[config.mk]
export PLATFORM = sky130hd
export DESIGN_NAME = vga_sprite_engine_flat
export DESIGN_NICKNAME = d
export VERILOG_FILES = /design/src/rtl/vga_sprite_engine_pkg.sv /design/src/rtl/vga_sprite_engine_if.sv /design/src/rtl/vga_sprite_engine_sprite_channel.sv /design/src/rtl/vga_sprite_engine.sv /design/src/flat_wrapper.sv
export SDC_FILE = /design/constraint.sdc
export NUM_CORES = 1
export LEC_CHECK = 0
export CELL_PAD_IN_SITES_DETAIL_PLACEMENT = 0
export CELL_PAD_IN_SITES_GLOBAL_PLACEMENT = 1
export CORE_MARGIN = 2
export CORE_UTILIZATION = 45
export CTS_CLUSTER_SIZE = 12
export DETAILED_ROUTE_END_ITERATION = 8
export PLACE_DENSITY = 0.79
export REMOVE_ABC_BUFFERS = 1
export SLEW_MARGIN = 15
export SYNTH_ARGS = -nofsm -noshare
export SYNTH_HDL_FRONTEND = slang
export SYNTH_HIERARCHICAL = 1
export SYNTH_SLANG_ARGS = --single-unit
export TNS_END_PERCENT = 20
[constraint.sdc]
create_clock -name clk -period 11.15 [get_ports clk]
set_clock_uncertainty 0.15 [all_clocks]
set_input_delay 1.6725 -clock clk [delete_from_list [all_inputs] [get_ports clk]]
set_output_delay 1.6725 -clock clk [all_outputs]
set_load 0.01 [all_outputs]
[src/rtl/vga_sprite_engine_pkg.sv]
// Shared types, register map and colour helpers for the sprite compositor.
package vga_sprite_pkg;

  typedef logic [15:0] rgb565_t;

  localparam logic [1:0] REG_X    = 2'd0;
  localparam logic [1:0] REG_Y    = 2'd1;
  localparam logic [1:0] REG_CTRL = 2'd2;

  localparam logic [8:0] REG_BG     = 9'h100;
  localparam logic [8:0] REG_STATUS = 9'h101;

  localparam int H_ACTIVE_PX = 640;
  localparam int V_ACTIVE    = 480;

  function automatic logic [23:0] rgb565_to_888(input rgb565_t c);
    return {c[15:11], 3'b000, c[10:5], 2'b00, c[4:0], 3'b000};
  endfunction

endpackage

[src/rtl/vga_sprite_engine_if.sv]
// Avalon-MM slave bus used to program the sprite compositor.
interface vga_sprite_engine_if;
  logic        chipselect;
  logic        write;
  logic        read;
  logic [8:0]  address;
  logic [31:0] writedata;
  logic [31:0] readdata;

  modport master (output chipselect, write, read, address, writedata, input readdata);
  modport slave  (input chipselect, write, read, address, writedata, output readdata);
endinterface

[src/rtl/vga_sprite_engine_sprite_channel.sv]
// One sprite channel: hit test against the active window, optional horizontal flip, ROM address.
module sprite_channel
  import vga_sprite_pkg::*;
#(
  parameter int SPR_W  = 32,
  parameter int SPR_H  = 32,
  parameter int ROM_AW = 10
) (
  input  logic [9:0]        px,
  input  logic [9:0]        py,
  input  logic [9:0]        x,
  input  logic [9:0]        y,
  input  logic              en,
  input  logic              hflip,
  output logic              hit,
  output logic [ROM_AW-1:0] addr
);

  localparam int CW = $clog2(SPR_W);

  logic [10:0]     px_w, py_w, x_w, y_w, x_end, y_end, dy;
  logic [CW-1:0]   dx, col;
  logic [10+CW:0]  addr_full;

  // 11-bit compares so X+SPR_W cannot wrap; anything past the active area clips
  assign px_w  = {1'b0, px};
  assign py_w  = {1'b0, py};
  assign x_w   = {1'b0, x};
  assign y_w   = {1'b0, y};
  assign x_end = x_w + 11'(SPR_W);
  assign y_end = y_w + 11'(SPR_H);

  assign hit = en && (px_w >= x_w) && (px_w < x_end) && (py_w >= y_w) && (py_w < y_end)
            && (px_w < 11'(H_ACTIVE_PX)) && (py_w < 11'(V_ACTIVE));

  // SPR_W is a power of two, so SPR_W-1-dx is the bitwise inverse of dx
  assign dx        = CW'(px_w - x_w);
  assign dy        = py_w - y_w;
  assign col       = hflip ? ~dx : dx;
  assign addr_full = {dy, {CW{1'b0}}} | {11'b0, col};
  assign addr      = ROM_AW'(addr_full);

endmodule

[src/rtl/vga_sprite_engine.sv]
// N-channel sprite compositor: shadow/active register file, 3-stage pixel pipeline, collision status.
module vga_sprite_engine
  import vga_sprite_pkg::*;
#(
  parameter int      NUM_SPRITES = 4,
  parameter int      SPR_W       = 32,
  parameter int      SPR_H       = 32,
  parameter int      ROM_AW      = 10,
  parameter rgb565_t TRANSPARENT = 16'hF81F
) (
  input  logic                          clk,
  input  logic                          reset,
  vga_sprite_engine_if.slave            av,
  input  logic [10:0]                   hcount,
  input  logic [9:0]                    vcount,
  input  logic                          blank_n_in,
  input  logic                          hs_in,
  input  logic                          vs_in,
  output logic [NUM_SPRITES*ROM_AW-1:0] rom_addr,
  input  logic [NUM_SPRITES*16-1:0]     rom_data,
  output logic [7:0]                    VGA_R,
  output logic [7:0]                    VGA_G,
  output logic [7:0]                    VGA_B,
  output logic                          VGA_BLANK_n,
  output logic                          VGA_HS,
  output logic                          VGA_VS
);

  logic [9:0]  x_sh   [NUM_SPRITES];
  logic [9:0]  y_sh   [NUM_SPRITES];
  logic [1:0]  ctrl_sh[NUM_SPRITES];
  logic [9:0]  x_act  [NUM_SPRITES];
  logic [9:0]  y_act  [NUM_SPRITES];
  logic [1:0]  ctrl_act[NUM_SPRITES];
  rgb565_t     bg_sh, bg_act;

  logic        wr_en, rd_en, spr_sel, commit;
  logic [5:0]  idx;
  logic [1:0]  fld;
  logic [31:0] rd_val;

  logic        sticky, status_coll;
  logic [7:0]  frame_cnt;

  logic [NUM_SPRITES-1:0] hit_c, hit_s0, hit_s1, opaque;
  logic [ROM_AW-1:0]      addr_c[NUM_SPRITES];
  logic [2:0]             blank_d, hs_d, vs_d;
  rgb565_t                pix;
  logic                   coll;
  logic [23:0]            rgb_q;

  logic unused_bits;
  assign unused_bits = ^{hcount[0], av.writedata[31:16]};

  assign wr_en   = av.chipselect && av.write;
  assign rd_en   = av.chipselect && av.read;
  assign spr_sel = !av.address[8];
  assign idx     = av.address[7:2];
  assign fld     = av.address[1:0];
  assign commit  = (vcount == 10'(V_ACTIVE)) && (hcount == 11'd0);

  always_ff @(posedge clk or posedge reset) begin
    if (reset) begin
      for (int i = 0; i < NUM_SPRITES; i++) begin
        x_sh[i]    <= '0;
        y_sh[i]    <= '0;
        ctrl_sh[i] <= '0;
      end
      bg_sh <= 16'hFFFF;
    end else if (wr_en) begin
      if (spr_sel) begin
        for (int i = 0; i < NUM_SPRITES; i++) begin
          if (idx == 6'(i)) begin
            case (fld)
              REG_X:    x_sh[i]    <= av.writedata[9:0];
              REG_Y:    y_sh[i]    <= av.writedata[9:0];
              REG_CTRL: ctrl_sh[i] <= av.writedata[1:0];
              default:  ;
            endcase
          end
        end
      end else if (av.address == REG_BG) begin
        bg_sh <= av.writedata[15:0];
      end
    end
  end

  // A write landing on the commit cycle is not seen here until the next frame
  always_ff @(posedge clk or posedge reset) begin
    if (reset) begin
      for (int i = 0; i < NUM_SPRITES; i++) begin
        x_act[i]    <= '0;
        y_act[i]    <= '0;
        ctrl_act[i] <= '0;
      end
      bg_act <= 16'hFFFF;
    end else if (commit) begin
      for (int i = 0; i < NUM_SPRITES; i++) begin
        x_act[i]    <= x_sh[i];
        y_act[i]    <= y_sh[i];
        ctrl_act[i] <= ctrl_sh[i];
      end
      bg_act <= bg_sh;
    end
  end

  always_comb begin
    rd_val = '0;
    if (spr_sel) begin
      for (int i = 0; i < NUM_SPRITES; i++) begin
        if (idx == 6'(i)) begin
          case (fld)
            REG_X:    rd_val = {22'b0, x_sh[i]};
            REG_Y:    rd_val = {22'b0, y_sh[i]};
            REG_CTRL: rd_val = {30'b0, ctrl_sh[i]};
            default:  rd_val = '0;
          endcase
        end
      end
    end else if (av.address == REG_BG) begin
      rd_val = {16'b0, bg_sh};
    end else if (av.address == REG_STATUS) begin
      rd_val = {16'b0, frame_cnt, 7'b0, status_coll};
    end
  end

  always_ff @(posedge clk or posedge reset) begin
    if (reset)      av.readdata <= '0;
    else if (rd_en) av.readdata <= rd_val;
  end

  always_ff @(posedge clk or posedge reset) begin
    if (reset) begin
      sticky      <= 1'b0;
      status_coll <= 1'b0;
      frame_cnt   <= '0;
    end else if (commit) begin
      status_coll <= sticky;
      sticky      <= 1'b0;
      frame_cnt   <= frame_cnt + 8'd1;
    end else if (coll) begin
      sticky <= 1'b1;
    end
  end

  for (genvar g = 0; g < NUM_SPRITES; g++) begin : g_ch
    sprite_channel #(
      .SPR_W (SPR_W),
      .SPR_H (SPR_H),
      .ROM_AW(ROM_AW)
    ) u_ch (
      .px   (hcount[10:1]),
      .py   (vcount),
      .x    (x_act[g]),
      .y    (y_act[g]),
      .en   (ctrl_act[g][0]),
      .hflip(ctrl_act[g][1]),
      .hit  (hit_c[g]),
      .addr (addr_c[g])
    );
  end

  always_ff @(posedge clk or posedge reset) begin
    if (reset) begin
      rom_addr <= '0;
      hit_s0   <= '0;
      hit_s1   <= '0;
      blank_d  <= '0;
      hs_d     <= '1;
      vs_d     <= '1;
    end else begin
      for (int i = 0; i < NUM_SPRITES; i++) rom_addr[i*ROM_AW +: ROM_AW] <= addr_c[i];
      hit_s0  <= hit_c;
      hit_s1  <= hit_s0;
      blank_d <= {blank_d[1:0], blank_n_in};
      hs_d    <= {hs_d[1:0], hs_in};
      vs_d    <= {vs_d[1:0], vs_in};
    end
  end

  // Walk from the highest index down so the lowest opaque channel ends up on top
  always_comb begin
    pix    = bg_act;
    opaque = '0;
    for (int i = NUM_SPRITES - 1; i >= 0; i--) begin
      opaque[i] = hit_s1[i] && (rom_data[i*16 +: 16] != TRANSPARENT);
      if (opaque[i]) pix = rom_data[i*16 +: 16];
    end
    coll = opaque[0] && (|(opaque >> 1));
  end

  always_ff @(posedge clk or posedge reset) begin
    if (reset)          rgb_q <= '0;
    else if (blank_d[1]) rgb_q <= rgb565_to_888(pix);
    else                rgb_q <= '0;
  end

  assign VGA_R       = rgb_q[23:16];
  assign VGA_G       = rgb_q[15:8];
  assign VGA_B       = rgb_q[7:0];
  assign VGA_BLANK_n = blank_d[2];
  assign VGA_HS      = hs_d[2];
  assign VGA_VS      = vs_d[2];

endmodule

[src/flat_wrapper.sv]
// flat-port wrapper written by rule: the top's interface ports become plain ports
module vga_sprite_engine_flat import vga_sprite_pkg::*;
#(
  parameter int      NUM_SPRITES = 4,
  parameter int      SPR_W       = 32,
  parameter int      SPR_H       = 32,
  parameter int      ROM_AW      = 10,
  parameter rgb565_t TRANSPARENT = 16'hF81F
)
  (clk, reset, hcount, vcount, blank_n_in, hs_in, vs_in, rom_addr, rom_data, VGA_R, VGA_G, VGA_B, VGA_BLANK_n, VGA_HS, VGA_VS, av_chipselect, av_write, av_read, av_address, av_writedata, av_readdata);
  vga_sprite_engine_if av_i ();
  input  logic clk;
  input  logic reset;
  input  logic [10:0] hcount;
  input  logic [9:0] vcount;
  input  logic blank_n_in;
  input  logic hs_in;
  input  logic vs_in;
  output logic [NUM_SPRITES*ROM_AW-1:0] rom_addr;
  input  logic [NUM_SPRITES*16-1:0] rom_data;
  output logic [7:0] VGA_R;
  output logic [7:0] VGA_G;
  output logic [7:0] VGA_B;
  output logic VGA_BLANK_n;
  output logic VGA_HS;
  output logic VGA_VS;
  input wire logic [$bits(av_i.chipselect)-1:0] av_chipselect;
  input wire logic [$bits(av_i.write)-1:0] av_write;
  input wire logic [$bits(av_i.read)-1:0] av_read;
  input wire logic [$bits(av_i.address)-1:0] av_address;
  input wire logic [$bits(av_i.writedata)-1:0] av_writedata;
  output wire logic [$bits(av_i.readdata)-1:0] av_readdata;
  assign av_i.chipselect = av_chipselect;
  assign av_i.write = av_write;
  assign av_i.read = av_read;
  assign av_i.address = av_address;
  assign av_i.writedata = av_writedata;
  assign av_readdata = av_i.readdata;
  vga_sprite_engine #(.NUM_SPRITES(NUM_SPRITES), .SPR_W(SPR_W), .SPR_H(SPR_H), .ROM_AW(ROM_AW), .TRANSPARENT(TRANSPARENT)) u_core (.clk(clk), .reset(reset), .av(av_i), .hcount(hcount), .vcount(vcount), .blank_n_in(blank_n_in), .hs_in(hs_in), .vs_in(vs_in), .rom_addr(rom_addr), .rom_data(rom_data), .VGA_R(VGA_R), .VGA_G(VGA_G), .VGA_B(VGA_B), .VGA_BLANK_n(VGA_BLANK_n), .VGA_HS(VGA_HS), .VGA_VS(VGA_VS));
endmodule
Word-level counts from Yosys, hierarchy flattened --
Index checks and enable logic that the tools add are counted.
Word-level totals: register bits after elaboration 331, memories kept 0, bits in read-only memories 0, output and inout bits 99, input port bits 134, RAM bits 0, word-level logic and storage cells 165, bits in latches 0
Cells by class: $lt $le $gt $ge 18, div/mod/pow operators 0, reductions and logical operators 50, $add $sub $neg 17, bitwise logic cells 9, muxes and demuxes 22, eq/ne operators 12, multipliers 0, shift-type cells 0
Operators by type and width (count):
- 2-to-1 mux 32 bit | 6
- case mux 10 bit (3 select lines) | 4
- adder 10 x 6 -> 11 bit, second input constant | 8
- less-than comparator 10 x 11 -> 1 bit | 8
- >= comparator 10 bit | 8
- 2-to-1 mux 16 bit | 5
- inequality test 16 bit, second input constant | 4
- AND reduction 4 bit | 12
- OR 10 x 5 -> 10 bit | 4
- subtractor 5 bit | 8
- logical AND 1 bit | 32
- 2-to-1 mux 24 bit | 1
- 2-to-1 mux 5 bit | 4
- inverter 5 bit | 4
- == test 9 bit, second input constant | 2
- == test 6 x 2 -> 1 bit, second input constant | 2
- logical NOT 11 bit | 1
- == test 10 x 9 -> 1 bit, second input constant | 1
- less-than comparator 10 bit, second input constant | 1
- less-than comparator 10 x 9 -> 1 bit, second input constant | 1
- adder 8 x 1 -> 8 bit, second input constant | 1
- == test 6 x 1 -> 1 bit, second input constant | 1
- logical NOT 6 bit | 1
- AND reduction 3 bit | 1
- 7 further kinds | 8

Longest topological paths before layout --
word-level depth 7, gate-level depth with buffers 9, depth with buffers taken out 9

Cells and area by module --
The synthesis kept the hierarchy.
Modules (own cells, without submodules):
- vga_sprite_engine | cells each 862, sequential area each 7729.9 um^2, area an instance 12669.7 um^2, times used 1
- sprite_channel at u_core.g_ch[1].u_ch ... | cells each 142, sequential area each 0.0 um^2, area an instance 1076.0 um^2, times used 2
- sprite_channel at u_core.g_ch[3].u_ch | cells each 143, sequential area each 0.0 um^2, area an instance 1101.1 um^2, times used 1
- sprite_channel at u_core.g_ch[0].u_ch | cells each 141, sequential area each 0.0 um^2, area an instance 1084.8 um^2, times used 1

Least setup slack after synthesis --
OpenSTA, ideal clock, no wires.
kind in2reg, from in av_address[7], to reg u_core.bg_sh[0], setup slack 7.392 ns, setup time 0.085 ns, data required time 10.915 ns, stages 7, data arrival time 3.524 ns, path buffers 2, cell sequence or4_4 nor4_4 and2_1 and3_1 buf_2 buf_6 mux2_1
On the way: longest elaborated chain between the ends 2
RTL lines:
- from (decl) | RTL line flat_wrapper.sv:30 | input wire logic [$bits(av_i.address)-1:0] av_address;
- == test 9 bit | RTL line vga_sprite_engine.sv:82 | end else if (av.address == REG_BG) begin
- AND reduction 3 bit (no line)
- to (signal assigned) | RTL line vga_sprite_engine.sv:83 | bg_sh <= av.writedata[15:0];
- to (decl) | RTL line vga_sprite_engine.sv:35 | rgb565_t bg_sh, bg_act;
Every way passes these cells. A chain may end at the register's enable or synchronous reset.

Final worst setup path --
from in hcount[10], to reg u_core/x_act[29] in the netlist's numbering
On the way: longest elaborated chain between the ends 2
RTL lines:
- from (decl) | RTL line flat_wrapper.sv:14 | input logic [10:0] hcount;
- logical NOT 11 bit | RTL line vga_sprite_engine.sv:60 | assign commit = (vcount == 10'(V_ACTIVE)) && (hcount == 11'd0);
- logical AND 1 bit | RTL line vga_sprite_engine.sv:60
- to (signal, indexed assignment) | RTL line vga_sprite_engine.sv:99 | x_act[i] <= x_sh[i];
- to (decl) | RTL line vga_sprite_engine.sv:32 | logic [9:0] x_act [NUM_SPRITES];
Every way passes these cells.

==> results summary <==
By area the synthesized netlist is led by sky130_fd_sc_hd__dfrtp_1 (40%), sky130_fd_sc_hd__mux2_2 (14%), sky130_fd_sc_hd__ha_1 (9.5%). The warning count from the yosys run is 6. The maximum clock frequency is 200 MHz. The final worst-path cycle share came out at around 45%. The most repeated cell in the gate-level netlist after synthesis is sky130_fd_sc_hd__dfrtp_1. The worst hold path belongs to the class register to register. The initial antenna violation count came out at 1.

The total of buffers placed on input and output ports came out at 192. STA classifies the critical path startpoint as an input pin. The wire length of the first global-routing pass came out at between 70 and 80 mm. The number of enable-type register cells in the synthesized netlist came out at 0. Counting distinct cell types in the post-synthesis netlist gives 84. The maximum number of pins on one net before global-route repair is between 150 and 200. The layout overhead on the synthesized area is 21.4%. The floorplan die area is ~0.039 sq mm. The post-DP HPWL came out at between 30 and 40 mm. The tree is rooted in a sky130_fd_sc_hd__clkbuf_16. Traced cell by cell, the critical path runs through clkdlybuf4s50_1, nor4_1, nand4_1, nor4_4, buf_4, buf_4, mux2_2. The clock latency on the worst-skew pair came out at 550 ps. The length in cells of the worst reg-to-reg path came out at 8. The startpoint identified for the worst hold timing path is u_core/hit_s0[1].

The maximum cell stage delay along the critical path is between 800 and 900 ps. The maximum resistive drop on vdd came out at 0.000126 V. At the pin with the least slew margin, the transition time is 1230 ps. The max-slew violation total from the final report came out at 0. The clock drives slightly above 300 sinks. The total wire length after detailed routing is roughly 46 mm.

The clock slew at the register clock pins of the worst setup and hold paths came out at approximately 60 ps. The dominant synthesized flop cell is sky130_fd_sc_hd__dfrtp_1. The number of max-capacitance violations reported is 0.

The category of the worst setup path capture point is a register. The worst hold path stage count came out at 0. The via count of the first global-routing pass is between 10,000 and 15,000. The static leakage power came out at ~9.2 nW.

The worst register-to-register path ends at u_core/hit_s0[3]. The total cell area at the placement stage came out at ~0.019 sq mm. The largest fanout of any net on the critical path came out at 53. Data on the critical path is required at its endpoint by between 10,000 and 15,000 ps. The capture endpoint of the worst hold path is u_core/hit_s1[1]. CTS built an H-tree with a depth of 2.

The CTS tree is built. In this run the critical register-to-register path is launched from u_core/x_act[5]. The count of placed standard cells in the final layout, fillers left out came out at ~2,200. The post-cts gate resize count is 0. Counting tap cells, the placed design contains a total of 2,099 instances. The initial core utilization is 45.5%. The final count of hold timing violations is 0.

The proportion of netlist area held by the largest area contributor came out at 39.6%. The setup path with the least slack is of type input pin to register. Global routing used 24.0% of the available tracks. The number of top-level pins is around 230. The number of vias in the routed layout is 11,900.

Setup repair after global routing left no endpoint under its margin. The arrival time at the worst endpoint came out at roughly 5300 ps. Buffers inserted to repair hold after CTS numbered 0. The residual antenna-violating net count after detailed routing is 0. The number of buffers between clock root and the deepest sink is 3. The cell repeated most along the worst path is sky130_fd_sc_hd__buf_4. In the synthesized netlist, the number of instances is approximately 1,400. The final net count is between 1,500 and 2,000.

Measured along the y axis, the die boundary spans 198 microns. The slowest stage of the critical path is the sky130_fd_sc_hd__clkdlybuf4s50_1 cell. The floorplan has just over 70 rows. The power per cell area came out at 127 mW/mm^2. The final weighted congestion in routability-driven placement is around 0.85. The minimum period implied by the final worst setup slack came out at approximately 5000 ps. The wire length per cell after detailed routing is around 21 microns. The CTS buffer count is 38.

The number of inserted filler cells in the final layout came out at ~3,200. The overall overflow remaining after global route came out at 0. The flip-flop and latch count after synthesis came out at 307. The synthesized cell area came out at between 0.015 and 0.02 sq mm. The average cell area after synthesis came out at ~12 sq um. The first-pass iteration count of the detailed router came out at 5. After the first detailed-routing iteration, the DRC count stood at ~630. The floorplan core area is 0.0374 sq mm.

The share of final-layout standard cells stronger than drive strength 1 is between 20 and 25%. The total of endpoints with negative setup slack in the final report came out at 0. The number of remaining DRC errors is 0.

The horizontal die dimension is around 200 microns. Of the synthesized area, sequential elements account for 45.4%. The headroom to the max-slew limit is 17.8%. The worst path meets setup with approximately 6200 ps of slack. The reg2reg setup slack is approximately 8600 ps. At the end of the flow the core is filled with cells to a little under three fifths. The worst slack at placement is between 5000 and 6000 ps. The synthesized design spends more area on one cell type than any other, namely sky130_fd_sc_hd__dfrtp_1. The via count normalized by instance count is about 5.5.

Setup total negative slack on the finished layout was measured at 0 ps. After synthesis, the share of flip-flops with an asynchronous set or reset is 100%. The final standard cell area without fillers came out at 0.0206 sq mm. Counting instances in the post-synthesis netlist gives the leading cell types as sky130_fd_sc_hd__dfrtp_1 (269), sky130_fd_sc_hd__mux2_2 (204), sky130_fd_sc_hd__ha_1 (129). The flow ran to the end, and the final reports show no timing, DRC or antenna violations. The number of buffers added for setup after CTS is 0.
==> worst max path at each step <==
| stage | from | end | cells past startpoint |
|---|---|---|---|
| 2_1_floorplan | reset | u_core/av.readdata[0] | 1 |
| 3_3_place_gp | hcount[10] | u_core/y_act[37] | 7 |
| 3_5_place_dp | hcount[10] | u_core/x_act[38] | 7 |
| 4_1_cts | hcount[10] | u_core/x_act[38] | 7 |
| 5_1_grt | hcount[10] | u_core/y_act[38] | 7 |
| 6_report | hcount[10] | u_core/x_act[29] | 7 |
==> cells in the final DEF (no fill, tap or decap), types with 12 or more instances in the layout <==
cell type                         instances
sky130_fd_sc_hd__dfrtp_1                269
sky130_fd_sc_hd__mux2_2                 204
sky130_fd_sc_hd__clkdlybuf4s50_1        192
sky130_fd_sc_hd__ha_1                   129
sky130_fd_sc_hd__inv_1                  106
sky130_fd_sc_hd__nand2_1                 62
sky130_fd_sc_hd__a21oi_1                 61
sky130_fd_sc_hd__xnor2_1                 60
sky130_fd_sc_hd__nor2_1                  42
sky130_fd_sc_hd__clkbuf_16               39
sky130_fd_sc_hd__dfstp_2                 38
sky130_fd_sc_hd__o21ai_0                 35
sky130_fd_sc_hd__nand3_1                 25
sky130_fd_sc_hd__conb_1                  24
sky130_fd_sc_hd__mux2_1                  16
sky130_fd_sc_hd__a22oi_1                 16
sky130_fd_sc_hd__mux4_2                  16
sky130_fd_sc_hd__nand4b_1                15
sky130_fd_sc_hd__o21ai_1                 15
sky130_fd_sc_hd__mux2i_1                 14
sky130_fd_sc_hd__a21o_1                  14
sky130_fd_sc_hd__xor2_1                  14
sky130_fd_sc_hd__o31ai_1                 12
==> area by class of cell <==
class | instances | area (sq um) | share of cell area [%]
diodes | 2 | 5.00 | 0.0242
clock buffers | 52 | 1050 | 5.11
clock inverters | 16 | 195 | 0.945
inverters | 111 | 425 | 2.06
multi-input cells | 966 | 8580 | 41.5
flip-flops and latches | 307 | 7730 | 37.4
well taps | 511 | 639 | 3.10
repair buffers | 204 | 2020 | 9.80
==> metal layers <==
layer  vias to the layer above  global-route usage, %  routed length [microns]
met5                         -                      0                        0
met4                         0                   8.76                     1300
met3                        69                   4.63                     2650
met2                       333                   40.1                    22000
met1                      5953                   31.0                    20200
li1                       5562                      -                        -
==> metrics by stage <==
step                power (W)  hold slack, ps
global placement      0.00141             185
finish                0.00263             197
detailed placement    0.00141             186
floorplan             0.00128             181
CTS                   0.00266             200
global route          0.00273             210
==> state kept, by name (all words and copies together) (netlist names), 3 cells and up <==
name and cells:
u_core/rom_addr 40, u_core/y_sh 40, u_core/rgb_q 16, u_core/hit_s0 4, u_core/x_sh 40, u_core/vs_d 3
u_core/blank_d 3, u_core/bg_sh 16, u_core/bg_act 16, u_core/x_act 40, u_core/hit_s1 4, u_core/av.readdata 16
u_core/y_act 40, u_core/hs_d 3, u_core/frame_cnt 8, u_core/ctrl_act 8, u_core/ctrl_sh 8
==> critical path, delay by kind of cell <==
kind / cells / cell delay [ps]
buffers and inverters: 3 / 2050
and+or+nand+nor: 3 / 1100
muxes: 1 / 420
==> where the power goes <==
| group | leakage [nW] | internal, W | switching (W) |
|---|---|---|---|
| Combinational | 4.53 | 0.000112 | 0.000135 |
| Clock | 0.607 | 0.000757 | 0.000481 |
| Sequential | 4.04 | 0.00114 | 0.0000110 |
==> kinds of logic (layout without fill, tap and decap cells) <==
kind of cell | after synthesis | count (layout) | synth area share, %
muxes | 250 | 250 | 17.5
adders and majority gates | 137 | 137 | 10.4
xor gates and xnor gates | 74 | 74 | 3.81
DFF | 307 | 307 | 45.4
AOI/OAI and AO/OA | 261 | 261 | 10.9
and+or+nand+nor | 220 | 220 | 7.22
other | 1 | 26 | 0.0220
buffers and inverters | 180 | 383 | 4.69
Power figures use the tool's default switching activity.
